===== config.mk =====
export PLATFORM = sky130hd
export DESIGN_NAME = writeback_broadcast
export DESIGN_NICKNAME = d
export VERILOG_FILES = /design/src/rtl/writeback_broadcast.sv
export SDC_FILE = /design/constraint.sdc
export NUM_CORES = 2
export LEC_CHECK = 0
export BUFFER_PORTS_ARGS = -buffer_cell sky130_fd_sc_hd__buf_2
export CORE_MARGIN = 8
export CORE_UTILIZATION = 53
export DETAILED_ROUTE_END_ITERATION = 16
export GPL_TIMING_DRIVEN = 0
export PLACE_DENSITY = 0.71
export SYNTH_ARGS = -nofsm -noshare
export SYNTH_HDL_FRONTEND = slang
export SYNTH_SLANG_ARGS = --single-unit
export TNS_END_PERCENT = 100

===== constraint.sdc =====
create_clock -name CLK -period 11.8 [get_ports CLK]
set_clock_uncertainty 0.2 [all_clocks]
set_input_delay 1.18 -clock CLK [delete_from_list [all_inputs] [get_ports CLK]]
set_output_delay 1.18 -clock CLK [all_outputs]
set_load 0.02 [all_outputs]

===== src/rtl/writeback_broadcast.sv =====
// Writeback collector: merges ALU/MEM results into a FIFO, broadcasts one per cycle, owns the ready vector.
// Optional WB_BYPASS_EN: a lone result arriving at an empty, unstalled FIFO is broadcast directly (latency 1).
module writeback_broadcast #(
  parameter int unsigned DEPTH = 8
) (
  input  logic        CLK,
  input  logic        RESET,
  input  logic        STALL,
  input  logic        FLUSH,
  input  logic        alu_valid,
  input  logic [5:0]  alu_map,
  input  logic [31:0] alu_val,
  input  logic [31:0] alu_instr_num,
  input  logic        mem_valid,
  input  logic [5:0]  mem_map,
  input  logic [31:0] mem_val,
  input  logic [31:0] mem_instr_num,
  input  logic        rename_alloc,
  input  logic [5:0]  rename_alloc_map,
  output logic        exe_broadcast,
  output logic [5:0]  exe_broadcast_map,
  output logic [31:0] exe_broadcast_val,
  output logic [31:0] broadcast_instr_num,
  output logic [63:0] busy,
  output logic        wb_full,
  output logic        wb_overflow
);

  localparam int unsigned PW = $clog2(DEPTH);
  localparam int unsigned CW = PW + 1;
  localparam logic [CW:0] DEPTH_X = (CW+1)'(DEPTH);

  typedef struct packed {
    logic [5:0]  map;
    logic [31:0] val;
    logic [31:0] tag;
  } wb_entry_t;

  wb_entry_t         fifo_q [DEPTH];
  wb_entry_t         fifo_d [DEPTH];
  logic [PW-1:0]     rd_ptr_q, rd_ptr_d;
  logic [PW-1:0]     wr_ptr_q, wr_ptr_d;
  logic [CW-1:0]     count_q, count_d;
  wb_entry_t         bc_q, bc_d;
  logic              bc_vld_q, bc_vld_d;
  logic [63:0]       busy_q, busy_d;
  logic              full_q, full_d;
  logic              ovf_q, ovf_d;

  wb_entry_t         alu_entry, mem_entry, head;
  logic              alu_ok, mem_ok, pop, byp, mem_acc, alu_acc, drop;
  logic [CW:0]       occ;

  assign alu_entry = '{map: alu_map, val: alu_val, tag: alu_instr_num};
  assign mem_entry = '{map: mem_map, val: mem_val, tag: mem_instr_num};
  assign head      = fifo_q[rd_ptr_q];
  assign alu_ok    = alu_valid && (alu_map != '0);
  assign mem_ok    = mem_valid && (mem_map != '0);
  assign pop       = (count_q != '0) && !STALL;

`ifdef WB_BYPASS_EN
  assign byp = (count_q == '0) && !STALL && (alu_ok != mem_ok);
`else
  assign byp = 1'b0;
`endif

  // Occupancy after this edge's pop; mem claims space before alu so alu is the one dropped.
  assign occ     = {1'b0, count_q} - (CW+1)'(pop);
  assign mem_acc = mem_ok && !byp && (occ < DEPTH_X);
  assign alu_acc = alu_ok && !byp && ((occ + (CW+1)'(mem_acc)) < DEPTH_X);
  assign drop    = (mem_ok && !byp && !mem_acc) || (alu_ok && !byp && !alu_acc);

  always_comb begin
    fifo_d   = fifo_q;
    rd_ptr_d = rd_ptr_q;
    wr_ptr_d = wr_ptr_q;
    count_d  = count_q;
    bc_d     = bc_q;
    bc_vld_d = 1'b0;
    busy_d   = busy_q;
    full_d   = full_q;
    ovf_d    = ovf_q;

    if (FLUSH) begin
      rd_ptr_d = '0;
      wr_ptr_d = '0;
      count_d  = '0;
      busy_d   = '1;
      full_d   = 1'b0;
    end else begin
      if (pop) begin
        bc_d             = head;
        bc_vld_d         = 1'b1;
        rd_ptr_d         = rd_ptr_q + PW'(1);
        busy_d[head.map] = 1'b1;
      end else if (byp) begin
        bc_d     = alu_ok ? alu_entry : mem_entry;
        bc_vld_d = 1'b1;
        busy_d[alu_ok ? alu_map : mem_map] = 1'b1;
      end

      if (mem_acc) fifo_d[wr_ptr_q] = mem_entry;
      if (alu_acc) fifo_d[wr_ptr_q + PW'(mem_acc)] = alu_entry;
      wr_ptr_d = wr_ptr_q + PW'(mem_acc) + PW'(alu_acc);
      count_d  = count_q - CW'(pop) + CW'(mem_acc) + CW'(alu_acc);

      // Allocation clear is applied last so it wins over a same-edge broadcast.
      if (rename_alloc && (rename_alloc_map != '0)) busy_d[rename_alloc_map] = 1'b0;
      if (drop) ovf_d = 1'b1;
      full_d = (count_d >= CW'(DEPTH - 1));
    end
    busy_d[0] = 1'b1;
  end

  always_ff @(posedge CLK or negedge RESET) begin
    if (!RESET) begin
      fifo_q   <= '{default: '0};
      rd_ptr_q <= '0;
      wr_ptr_q <= '0;
      count_q  <= '0;
      bc_q     <= '0;
      bc_vld_q <= 1'b0;
      busy_q   <= '1;
      full_q   <= 1'b0;
      ovf_q    <= 1'b0;
    end else begin
      fifo_q   <= fifo_d;
      rd_ptr_q <= rd_ptr_d;
      wr_ptr_q <= wr_ptr_d;
      count_q  <= count_d;
      bc_q     <= bc_d;
      bc_vld_q <= bc_vld_d;
      busy_q   <= busy_d;
      full_q   <= full_d;
      ovf_q    <= ovf_d;
    end
  end

  assign exe_broadcast       = bc_vld_q;
  assign exe_broadcast_map   = bc_q.map;
  assign exe_broadcast_val   = bc_q.val;
  assign broadcast_instr_num = bc_q.tag;
  assign busy                = busy_q;
  assign wb_full             = full_q;
  assign wb_overflow         = ovf_q;

endmodule

# Yosys cells after proc, flatten, opt, wreduce, memory -nomap -nowiden
# Index checks and enable logic that the tools add are counted.
[op_classes]
n_bitwise = 7
order_cmp = 12
mux = 27
addsub = 8
reduce_logical = 23
[ops]
columns = ["op", "count"]
rows = [
  ["$mux 560", 3],
  ["$bwmux 560", 2],
  ["$demux 70 s3", 2],
  ["$mux 70", 4],
  ["$mux 64", 4],
  ["$bmux 70 s3", 1],
  ["$and 64x64->64", 1],
  ["$not 64->64", 1],
  ["$or 64x64->64", 1],
  ["$reduce_bool 6->1", 3],
  ["$lt 6x7->1 const B", 2],
  ["$demux 1 s6", 2],
  ["$ge 4x4->1 const B", 3],
  ["$ge 6x1->1 const B", 2],
  ["$logic_and 1x1->1", 12],
  ["$not 3->4", 3],
  ["$lt 5x4->1 const B", 2],
  ["$mux 3", 3],
  ["$add 4x1->4", 2],
  ["$lt 4x1->1 const B", 2],
  ["$add 3x1->3", 2],
  ["$add 5x1->5", 1],
  ["$mux 1", 5],
  ["$sub 4x1->5", 1],
  ["other kinds (10)", 13],
]
[totals]
register_bits = 706
output_inout_bits = 137
word_cells = 111
inputBits = 153

# Logic depth before layout (Yosys ltp)
[depth]
word_depth = 14
ltp_mapped = 22
ltp_nobuf = 19

# Least setup slack after synthesis
# OpenSTA, ideal clock, no wires.
[synth_path]
path_kind = "input-to-reg"
start = "input STALL"
end = "register fifo_q[100] in the netlist's numbering"
stages = 18
setup_time_ns = 0.148
arrival_time_ns = 4.712
n_path_buf = 4
required_time_ns = 11.452
path_slack_ns = 6.740
path_cell_list = "a21o_1 > inv_1 > ha_1 > ha_1 > nand2_1 > and4_1 > clkbuf_1 > nor2_1 > buf_2 > nor2_1 > ha_1 > ha_1 > clkbuf_2 > inv_1 > or3_1 > nor3_4 > buf_1 > o221ai_2"
[synth_between]
elab_chain_len = 13
word_cells_on_any_way = 19
classes_between = "add/sub: 3; order compare: 4; mux: 6; bitwise: 1; reduce/logical: 5"
[synth_rtl]
columns = ["element", "line_no", "rtl"]
rows = [
  ["start, declared", "8", "input logic STALL,"],
  ["$logic_not 1->1 (*)", "59", "assign pop = (count_q != '0) && !STALL;"],
  ["$logic_and 1x1->1 (*)", "59", ""],
  ["$sub 4x1->5 (*)", "68", "assign occ = {1'b0, count_q} - (CW+1)'(pop);"],
  ["$lt 5x4->1", "69", "assign mem_acc = mem_ok && !byp && (occ < DEPTH_X);"],
  ["$logic_and 1x1->1", "69", ""],
  ["$add 3x1->3", "103", "if (alu_acc) fifo_d[wr_ptr_q + PW'(mem_acc)] = alu_entry;"],
  ["$not 3->4 (not written as such)", "103", ""],
  ["$ge 4x4->1 (not written as such) or $lt 4x1->1 (tied branches)", "103", ""],
  ["$logic_and 1x1->1 (not written as such)", "103", ""],
  ["$mux 70 (not written as such)", "103", ""],
  ["$demux 70 s3", "103", ""],
  ["$bwmux 560", "103", ""],
  ["$mux 560 (*)", "103", ""],
  ["end signal, assigned", "127", "fifo_q <= fifo_d;"],
  ["end, declared", "39", "wb_entry_t fifo_q [DEPTH];"],
]
# Every way passes the cells marked *; elsewhere a longest branch is shown, timed or not. The select of a mux whose other input is x is not followed.
# A chain may end at the register's enable or synchronous reset.

# Worst setup path in the final report
[layout_path]
start = "register count_q[2]"
end = "register fifo_q[417] in the netlist's numbering"
[layout_between]
elab_chain_len = 13
word_cells_on_any_way = 19
classes_between = "add/sub: 3; order compare: 4; mux: 6; bitwise: 1; reduce/logical: 5"
[layout_rtl]
columns = ["element", "line_no", "rtl"]
rows = [
  ["start, declared", "43", "logic [CW-1:0] count_q, count_d;"],
  ["start signal, assigned", "130", "count_q <= count_d;"],
  ["$reduce_bool 4->1", "59", ""],
  ["$logic_and 1x1->1", "59", ""],
  ["$sub 4x1->5 (*)", "68", ""],
  ["$lt 5x4->1", "69", ""],
  ["$logic_and 1x1->1", "69", ""],
  ["$add 3x1->3", "103", ""],
  ["$not 3->4 (not written as such)", "103", ""],
  ["$ge 4x4->1 (not written as such) or $lt 4x1->1 (tied branches)", "103", ""],
  ["$logic_and 1x1->1 (not written as such)", "103", ""],
  ["$mux 70 (not written as such)", "103", ""],
  ["$demux 70 s3", "103", ""],
  ["$bwmux 560", "103", ""],
  ["$mux 560 (*)", "103", ""],
]
# Marks and branches as above.

==> flow_metrics.py <==
metrics = {
    "sta": {
        "timing.fmax_mhz": 152,
        "fin_crit_ps": 6580,
        "post-route-period-util": 0.558,
        "slew_headroom": -0.0698,
        "worst_pin_slew_ps": 1600,
        "hold_slack_ps": 287,
        "hold_viol": 0,
        "report.final.slew_viol_count": 36,
        "timing.setup.tns_ps": 0,
        "grt_setup_unrepaired": "no",
        "setup_viol": 0,
    },
    "power_and_ir_drop": {
        "vdd.ir_drop.worst_mv": 0.143,
        "p_per_area_nw_per_um2": 238,
        "p_leak_nw": 18.8,
    },
    "floorplan": {
        "die_w_um": 300,
        "core_sq_um": 80200,
        "io_pins": 290,
        "num_rows": 104,
        "die_h_um": 300,
        "die_area_sq_um": 89900,
        "start_util": 0.533,
    },
    "logic_synthesis": {
        "ys_top_cells_by_count": "nand3_1, dfrtp_1, inv_1",
        "ys_warn_count": 0,
        "ys_ff_latch": 706,
        "synthArstFlopShare": 1.00,
        "synthesis.nets": 4627,
        "yosysMostFrequentCell": "nand3_1",
        "synth_top_family_by_area": "compound AO/OA/AOI/OAI gates",
        "ys_types": 69,
        "ys.flop_type": "dfrtp_1",
        "synth_edf_count": 0,
        "syn-cell-area_sq_um": 42700,
        "synth_top_area_frac": 0.377,
        "synth.yosys.seq_area_share": 0.415,
        "synth_compound_area_frac": 0.188,
        "synth_area_leaders": "dfrtp_1, nand3_1, o221ai_2",
        "synth_xor_area_frac": 0.00182,
        "synthAdderAreaFrac": 0.00474,
        "synth_simple_gate_area_frac": 0.184,
        "synth.avg_cell_area_sq_um": 9.58,
        "synthCells": 4459,
        "synth_top_cell_by_area": "dfrtp_1",
        "synthMuxAreaShare": 0.0908,
    },
    "hold_path": {
        "hold_start": "wb_overflow",
        "hold_path_end": "wb_overflow",
        "hold_depth": 2,
        "hold_class": "reg -> reg",
    },
    "placement": {
        "io_buffers": 285,
        "place_area_sq_um": 45800,
        "hpwl_mm": 115,
        "gp_congestion": 0.972,
        "dpl.cell_count": 5817,
    },
    "clock_network": {
        "clock_latency_ps": 660,
        "cts_buffer_depth": 3,
        "cts_hold_buffers": 0,
        "cts.sink_count": 706,
        "clockRootBuffer": "clkbuf_16",
        "htreeDepth": 3,
        "path_clk_slew_ps": 70,
        "post-cts-setup-buffer-count": 0,
        "tritoncts": "done",
        "cts_buffers": 80,
        "cts_resized": 0,
    },
    "grt": {
        "grt.overflow.total": 0,
        "antenna_found_initial": 12,
        "grt_pass1_vias": 40000,
        "grtUsageTotal": 0.359,
        "grt_max_degree": 116,
        "grt_pass1_wl_mm": 250,
    },
    "routing": {
        "drcViolationCount": 0,
        "wl_per_cell_um": 27.9,
        "routed_wl_mm": 167,
        "drt_iter0_drc": 5937,
        "num_vias": 40277,
        "dr.pass1.iters": 7,
        "postRouteAntennaNets": 0,
        "viasPerCell": 6.75,
    },
    "setup_path": {
        "critPathSlowestCell": "a21oi_1",
        "cp_max_fo": 10,
        "r2r_start": "count_q[2]",
        "r2r-end": "fifo_q[417]",
        "crit_type": "reg -> reg",
        "crit_chain": "inv_1 > ha_1 > a21o_1 > inv_1 > ha_1 > ha_1 > nand2_1 > and4_1 > clkbuf_1 > nor2_1 > buf_2 > nor2_1 > ha_1 > ha_1 > clkbuf_2 > inv_1 > or3_1 > a21oi_1 > clkbuf_1 > nand3_1 > o221ai_2",
        "cpMostUsedCell": "ha_1",
        "r2r_slack_ps": 5220,
        "cp-start-kind": "flop",
        "cp_top_family": "buffers and inverters",
        "crit_arrival_ps": 6930,
        "worstSetupEndpointType": "flop",
        "cp.required_ps": 12150,
        "reg2reg_depth": 21,
        "max_stage_delay_ps": 1130,
        "critPathBufInv": 7,
    },
    "cells_and_area": {
        "multiInputGateArea_sq_um": 20100,
        "fill_cells": 6977,
        "finalNetCount": 5009,
        "finalInstanceArea_sq_um": 48500,
        "drive_gt1_frac": 0.229,
        "area.growth.synth_to_final_pct": 13.6,
        "ff_latch_area_sq_um": 17700,
        "stdcell_count": 5969,
    },
    "flow_run": {
        "max_cap_viol_count": 5,
    },
    "outcome": {
        "violations": "max-capacitance violations, max-slew violations",
        "outcome": "finished, violations left",
    },
}
[power breakdown]
part	leakage (nW)	internal [W]	switching [W]
Sequential	7.41	0.00325	0.000462
Combinational	10.1	0.00192	0.00329
Clock	1.31	0.00150	0.00110
Total	18.8	0.00667	0.00485
[how the worst max path moves through the flow]
stage	to	start	depth (start not counted)
6_report	fifo_q[417]	count_q[2]	21
5_1_grt	fifo_q[399]	count_q[2]	21
4_1_cts	fifo_q[417]	count_q[2]	21
3_5_place_dp	fifo_q[405]	STALL	20
3_3_place_gp	fifo_q[243]	RESET	1
2_1_floorplan	fifo_q[100]	STALL	18
[worst min-delay path, delay by kind of cell, from the launching register on]
kind	cells	cell delay (ps)
AO/OA/AOI/OAI	2	110
flip-flops	1	340
[routing by layer]
metal	GRT usage	routed length (um)
met5	0	48
met4	0.206	10000
met3	0.127	21500
met2	0.527	72800
met1	0.457	62400
[cells in the final DEF, fill, tap and decap left out, types with 84 or more instances in the layout]
master / n
a21oi_1: 109
buf_1: 126
buf_2: 404
clkbuf_1: 321
clkbuf_16: 84
dfrtp_1: 643
inv_1: 571
mux4_2: 138
nand3_1: 1137
nor2_1: 130
nor2b_1: 148
o221ai_1: 280
o221ai_2: 280
[sequential cells by signal (all words and copies together) (netlist names)]
signal,flops
broadcast_instr_num,32
busy,63
count_q,4
exe_broadcast,1
exe_broadcast_map,6
exe_broadcast_val,32
fifo_q,560
rd_ptr_q,3
wb_full,1
wb_overflow,1
wr_ptr_q,3
[logic make-up (layout without fill, tap and decap cells)]
group,count (synthesis),in the layout
and+or+nand+nor,1563,1563
buffers and inverters,1183,1624
AOI/OAI and AO/OA,770,770
DFF,706,706
muxes,213,213
adders and majority gates,15,15
xor gates and xnor gates,8,8
other,1,10
[layout make-up]
cell class | instances | area share
diodes | 9 | 0.000464
multi-input cells | 2570 | 0.415
repair buffers | 300 | 0.0356
clock inverters | 16 | 0.00358
well taps | 1060 | 0.0273
plain buffers | 611 | 0.0568
clock buffers | 125 | 0.0510
inverters | 572 | 0.0442
flip-flops and latches | 706 | 0.366
[metrics by stage]
| stage | utilization | setup WS [ps] | power, W |
|---|---|---|---|
| after global placement | 0.567 | -6440 | 0.00863 |
| final | 0.605 | 5220 | 0.0115 |
| after floorplan | - | 6740 | 0.00705 |
| after global routing | 0.605 | 4960 | 0.0120 |
| after detailed placement | 0.572 | 4940 | 0.00876 |
| after CTS | 0.605 | 5400 | 0.0113 |
(Power assumes the default switching activity.)
